<file path="src/rtl/fpu_issue_arbiter.sv">
// rtl/fpu_issue_arbiter.sv - round-robin issue arbiter for one shared pipelined FPU unit
// Registers the winning operands into the unit and routes results back by tag.
module fpu_issue_arbiter #(
    parameter int N_REQ = 2,
    parameter int W     = 32,
    parameter int LAT   = 4
) (
    input  logic                 clk,
    input  logic                 rst_n,
    input  logic [N_REQ-1:0]     i_req_valid,
    input  logic [N_REQ*W-1:0]   i_req_a,
    input  logic [N_REQ*W-1:0]   i_req_b,
    output logic [N_REQ-1:0]     o_req_ready,
    input  logic                 i_issue_en,
    output logic [W-1:0]         o_unit_a,
    output logic [W-1:0]         o_unit_b,
    output logic                 o_unit_valid,
    input  logic [W-1:0]         i_unit_result,
    input  logic                 i_unit_out_valid,
    output logic [N_REQ-1:0]     o_rsp_valid,
    output logic [W-1:0]         o_rsp_data,
    output logic                 o_busy,
    output logic                 o_err_seq
);

    localparam int IDW = $clog2(N_REQ);

    logic [IDW-1:0]   r_ptr;
    logic [W-1:0]     r_unit_a;
    logic [W-1:0]     r_unit_b;
    logic             r_unit_valid;
    logic [IDW-1:0]   r_unit_id;
    logic [LAT-1:0]   r_tag_v;
    logic [IDW-1:0]   r_tag_id [LAT];
    logic [N_REQ-1:0] r_rsp_valid;
    logic [W-1:0]     r_rsp_data;
    logic             r_err_seq;

    logic [IDW:0]     w_scan;
    logic             w_found;
    logic [IDW-1:0]   w_grant_id;
    logic [N_REQ-1:0] w_grant;
    logic [IDW-1:0]   w_ptr_next;
    logic [W-1:0]     w_sel_a;
    logic [W-1:0]     w_sel_b;
    logic [N_REQ-1:0] w_head_onehot;
    logic             w_head_v;

    // Scan from the pointer upward, wrapping, and take the first active request.
    always_comb begin
        w_grant    = '0;
        w_grant_id = '0;
        w_found    = 1'b0;
        w_scan     = '0;
        for (int k = 0; k < N_REQ; k++) begin
            w_scan = {1'b0, r_ptr} + (IDW+1)'(k);
            if (w_scan >= (IDW+1)'(N_REQ))
                w_scan = w_scan - (IDW+1)'(N_REQ);
            if (!w_found && i_issue_en && i_req_valid[w_scan[IDW-1:0]]) begin
                w_found    = 1'b1;
                w_grant_id = w_scan[IDW-1:0];
            end
        end
        if (w_found)
            w_grant[w_grant_id] = 1'b1;
    end

    assign w_ptr_next = (w_grant_id == IDW'(N_REQ-1)) ? '0 : w_grant_id + 1'b1;
    assign w_sel_a    = i_req_a[int'(w_grant_id)*W +: W];
    assign w_sel_b    = i_req_b[int'(w_grant_id)*W +: W];
    assign w_head_v   = r_tag_v[LAT-1];

    always_comb begin
        w_head_onehot = '0;
        w_head_onehot[r_tag_id[LAT-1]] = 1'b1;
    end

    always_ff @(posedge clk) begin
        if (!rst_n) begin
            r_ptr        <= '0;
            r_unit_a     <= '0;
            r_unit_b     <= '0;
            r_unit_valid <= 1'b0;
            r_unit_id    <= '0;
            r_tag_v      <= '0;
            for (int i = 0; i < LAT; i++)
                r_tag_id[i] <= '0;
            r_rsp_valid  <= '0;
            r_rsp_data   <= '0;
            r_err_seq    <= 1'b0;
        end else begin
            r_unit_valid <= w_found;
            if (w_found) begin
                r_unit_a  <= w_sel_a;
                r_unit_b  <= w_sel_b;
                r_unit_id <= w_grant_id;
                r_ptr     <= w_ptr_next;
            end
            // Tag pipe mirrors the unit latency; the last stage lines up with its result strobe.
            r_tag_v[0]  <= r_unit_valid;
            r_tag_id[0] <= r_unit_id;
            for (int i = 1; i < LAT; i++) begin
                r_tag_v[i]  <= r_tag_v[i-1];
                r_tag_id[i] <= r_tag_id[i-1];
            end
            if (i_unit_out_valid && w_head_v) begin
                r_rsp_valid <= w_head_onehot;
                r_rsp_data  <= i_unit_result;
            end else begin
                r_rsp_valid <= '0;
            end
            if (i_unit_out_valid != w_head_v)
                r_err_seq <= 1'b1;
        end
    end

    assign o_req_ready  = w_grant;
    assign o_unit_a     = r_unit_a;
    assign o_unit_b     = r_unit_b;
    assign o_unit_valid = r_unit_valid;
    assign o_rsp_valid  = r_rsp_valid;
    assign o_rsp_data   = r_rsp_data;
    assign o_busy       = r_unit_valid | (|r_tag_v);
    assign o_err_seq    = r_err_seq;

endmodule

</file>
<file path="config.mk">
export PLATFORM = sky130hd
export DESIGN_NAME = fpu_issue_arbiter
export DESIGN_NICKNAME = d
export VERILOG_FILES = /design/src/rtl/fpu_issue_arbiter.sv
export SDC_FILE = /design/constraint.sdc
export NUM_CORES = 1
export LEC_CHECK = 0
export CORE_AREA = 3 3 111 113
export CTS_CLUSTER_SIZE = 10
export DETAILED_ROUTE_END_ITERATION = 10
export DIE_AREA = 0 0 114 116
export GPL_TIMING_DRIVEN = 1
export PLACE_DENSITY = 0.89
export SYNTH_ARGS = -nofsm -noshare
export SYNTH_HDL_FRONTEND = slang
export SYNTH_SLANG_ARGS = --single-unit
</file>
<file path="constraint.sdc">
create_clock -name clk -period 2 [get_ports clk]
set_clock_uncertainty 0.05 [all_clocks]
set_input_delay 0.4 -clock clk [delete_from_list [all_inputs] [get_ports clk]]
set_output_delay 0.4 -clock clk [all_outputs]
set_load 0.03 [all_outputs]
</file>
======== Word-level counts from Yosys, hierarchy flattened ========
Memories as Yosys holds them, arrays and structs flattened.
Cells that the tools add are included.
word-level totals
  bits of input ports ..................... 166
  output and inout port bits .............. 103
  word-level logic and storage cells ...... 61
  memories kept ........................... 1
  bits in writable memories ............... 4
  bits in registers ....................... 106
operators by class
  eq/ne operators ......................... 1
  reduce and logical (&&, ||, !) cells .... 9
  order comparisons ....................... 8
  bitwise gates (word level) .............. 5
  add/subtract/negate cells ............... 4
  mux-type cells .......................... 22
  shifts and indexed selects .............. 2
memory list
  memory    depth  bits a word  rd ports  clocked after memory_dff  write ports  RTL line  source
  r_tag_id  4      1            4         0                         4            34        logic [IDW-1:0] r_tag_id [LAT];
operator list
  cell                 number
  $shiftx 64x7->32     2
  $mux 1               19
  $lt 1x2->1 const B   4
  $logic_and 1x1->1    6
  $or 1x1->1           5
  $reduce_or 4->1      1
  $add 1x1->2 const B  1
  $demux 1 s1          2
  $ge 1x1->1 const B   2
  $ge 1x2->1 const B   1
  $ge 2x2->1 const B   1
  $mux 2               1
  $reduce_and 2->1     1
  $sub 1x1->1 const B  2
  $add 1x1->1 const B  1
  $logic_not 1->1      1
  $ne 1x1->1           1

======== Depth between registers and ports, before layout ========
  depth after elaboration ................. 15
  gate-level depth with buffers ........... 5
  mapped depth without buffers ............ 3

======== Least setup slack after synthesis ========
No wires, ideal clock.
  path type ............................... input-to-reg
  start point ............................. input i_unit_out_valid
  end point ............................... register r_rsp_data[10] (netlist: o_rsp_data[10])
  path buffers ............................ 2
  path slack .............................. 487 ps
  arrival ................................. 1335 ps
  stages .................................. 5
  setup time .............................. 128 ps
  data required time ...................... 1822 ps
  path through ............................ ha_1 -> clkbuf_1 -> buf_2 -> mux2i_1 -> nor2_1
on the way
  word-level cells in the longest chain between the ends .. 1
ends and longest elaborated chain
  element               RTL line  source
  start, declared       19        input logic i_unit_out_valid,
  $logic_and 1x1->1     106       if (i_unit_out_valid && w_head_v) begin
  end signal, assigned  108       r_rsp_data <= i_unit_result;
  end, declared         36        logic [W-1:0] r_rsp_data;
No other way between the ends.
A chain may end at the register's enable or synchronous reset.

======== Worst setup path in the final report ========
  start point ............................. input i_req_valid[1]
  end point ............................... output o_req_ready[1]
on the way
  word-level cells in the longest chain between the ends .. 13
  elaborated cells on any way between the ends .. 18
  classes of those cells .................. order compare (2); mux (11); reduce/logical (5)
ends and longest elaborated chain
  element                                                         RTL line  source
  start, declared                                                 10        input logic [N_REQ-1:0] i_req_valid,
  $mux 1 (implied by the code) (2 in series)                      59        if (!w_found && i_issue_en && i_req_valid[w_scan[IDW-1:0]]) begin
  $logic_and 1x1->1                                               59
  $mux 1                                                          59
  $logic_not 1->1                                                 59
  $logic_and 1x1->1 (2 in series)                                 59
  $mux 1                                                          59
  $lt 1x2->1 (implied by the code) or $ge 1x1->1 (tied branches)  65        w_grant[w_grant_id] = 1'b1;
  $logic_and 1x1->1 (implied by the code)                         65
  $mux 1 (implied by the code)                                    65
  $demux 1 s1                                                     65
  $mux 2 (*)                                                      64        if (w_found)
  end, declared                                                   13        output logic [N_REQ-1:0] o_req_ready,
Every way passes the cells marked *; elsewhere a longest branch is shown, timed or not. The select of a mux whose other input is x is not followed.

==> run summary <==
drt pass-1 iters = 4
synth unique cells = 19
largest net degree at the start of global routing = 54
chip height = 116 um
Post-CTS Resized = 1
min Tclk post-route = 1.93 ns
Achievable Freq = 0.518 GHz
storage element area = 2200 um^2
final hold violations = 0
Core Region = 11400 um^2
RSZ-0062 raised after global routing = false
wire per inst = 18.3 um
Buffers on Ports = 268
insertion delay to the later sink of the worst-skew pair = 0.34 ns
sequential share of power = 46.2%
sequential fraction of the synthesis area = 54.1%
period utilization = 96.5%
gr ovfl total = 0
Net Sw Power = 1.36 mW
HPWL after detailed placement = 10.4 mm
post-DR vias/cell = 5.19
actual slew at the worst max-slew pin = 0.384 ns
Relative slew margins = 74.3%
die width = 114 um
CTS tree = yes
Yosys warning count = 0
Worst Setup Path Type = in -> out
multi-input logic area = 1690 um^2
Gate power share = 19.6%
pre-CTS setup slack = -0.0922 ns
Yosys reg bits = 110
DRC = 0
Area Overhead vs Synth = 76.7%
switch share = 26.7%
Final WS setup = 0.0697 ns
layout cells sized above 1 = 6.68%
number of routed nets with antenna violations = 0
clock-pin slew on the worst setup and hold paths = 0.08 ns
Syn Area/Cell = 11.1 um^2
vias in the first global route = 4163
syn_nets = 534
commonest non-fill, non-tap cells in the layout = clkdlybuf4s50_1, dfxtp_1, and3_1
status = completed
final wirelength = 14.1 mm
Cell Area, Synth = 4070 um^2
Tot Pwr = 5.08 mW
peak fanout along the critical path = 4
Final Cell Area = 7190 um^2
gpl congestion = 0.774
routed via count = 4010
clock power share = 34.2%
initial antenna violation count = 0
Setup TNS = 0 ns
row count = 39
total track usage = 20.5%
Post-DP Area = 6890 um^2
total die area = 13200 um^2
postcts setup bufs = 0
highest ir drop seen on vdd = 0.000370 V
n_diodes = 0
Initial Utilization = 35.7%
Filler cells = 934
cell count after synthesis = 367
Max H-tree Level = 3
first-pass GRT wire length = 21.5 mm
CTS Root Cell = clkbuf_16
CTS buffer count = 9
CP Capture Type = output port
CP Launch Type = primary input
Worst Path Required = 1.55 ns
Pleak = 2.92 nW
Clock Path Buffers = 2
drt initial violations = 293
fin. max-slew vios = 0
worst endpoint data arrival time = 1.48 ns
commonest non-fill, non-tap cell in the layout = clkdlybuf4s50_1
internal cell power = 3.72 mW
Hold Crit Class = in -> reg
fin util = 63.0%
Max-Cap Viols = 0
clock sinks = 110
final setup fails = 0
Post-CTS Hold Buffers = 0
pwr/cell area = 706 nW/um^2
IO Pins = 269
Final nets = 791
-- power by group through the flow --
stage	Combinational [mW]	Clock (mW)	Sequential, mW
2_1_floorplan	0.207	0	2.58
5_1_grt	1.04	1.87	2.36
3_5_place_dp	0.995	0	2.39
4_1_cts	0.998	1.78	2.35
3_3_place_gp	0.973	0	2.39
6_report	0.994	1.74	2.35
-- cell families after synthesis --
kind of cell	count (synthesis)	share of synthesized area, %
AO/OA/AOI/OAI	72	17.7
adder cells (fa/ha/maj)	1	0.307
buffers and inverters	36	4.73
flip-flops	110	54.1
multiplexers	32	7.87
AND/OR/NAND/NOR	116	15.3
-- through the flow --
step	instances	hold slack, ns
after floorplan	367	0.334
after global placement	756	0.337
after detailed placement	756	0.361
after CTS	772	0.359
after global routing	772	0.382
final	772	0.361
-- final timing paths --
kind                               end  slack (ns)  cells past startpoint                 from
max reg2reg  o_unit_a[27]$_SDFFE_PN0P_        0.53                      4   r_ptr$_SDFFE_PN0P_
min reg2reg  o_rsp_valid[0]$_SDFF_PN0_        0.38                      1  r_tag_id[3]$_DFF_P_
min                 r_ptr$_SDFFE_PN0P_        0.36                      3                rst_n
max                     o_req_ready[1]        0.07                      4       i_req_valid[1]
-- Yosys cell counts --
library cell  number  share of area (%)
a311oi_1           1               0.22
clkbuf_1          18                1.7
a211oi_4           2               0.98
o21a_1             1               0.18
buf_6              6                1.7
and3_1            65                 10
and2_1             9                1.4
dfxtp_1          110                 54
a221o_2            4                1.1
inv_2              2               0.18
o21ai_1            1               0.12
nand2_1            4               0.37
nor2_1            37                3.4
a221o_1           60                 15
a21oi_1            3               0.37
mux2i_1           32                7.9
buf_2             10                1.2
nor3_1             1               0.12
ha_1               1               0.31
-- cell type report --
cell class	instances	share of cell area, %
clock buffers	9	3.13
multi-input cells	221	23.6
repair buffers	280	39.2
flip-flops and latches	110	30.6
clock inverters	7	0.957
well taps	143	2.49
inverters	2	0.104
-- layer usage --
metal / global-route usage [%] / wire, um
met3: 5.85 / 1220
met4: 7.84 / 227
met5: 0 / 0
met1: 22.9 / 5350
met2: 37.0 / 7350
-- sequential cells by signal, indices dropped and copies added, names as in the netlist --
register      cells
r_tag_v           4
o_unit_valid      1
o_rsp_data       32
o_err_seq         1
o_unit_b         32
o_rsp_valid       2
r_tag_id          4
r_ptr             1
r_unit_id         1
o_unit_a         32
-- worst max-delay path, stage by stage --
cell and delay (ns):
clkdlybuf4s50_1 0.57, nand2_1 0.16, a21oi_2 0.17, buf_4 0.18
Power figures use the tool's default switching activity.
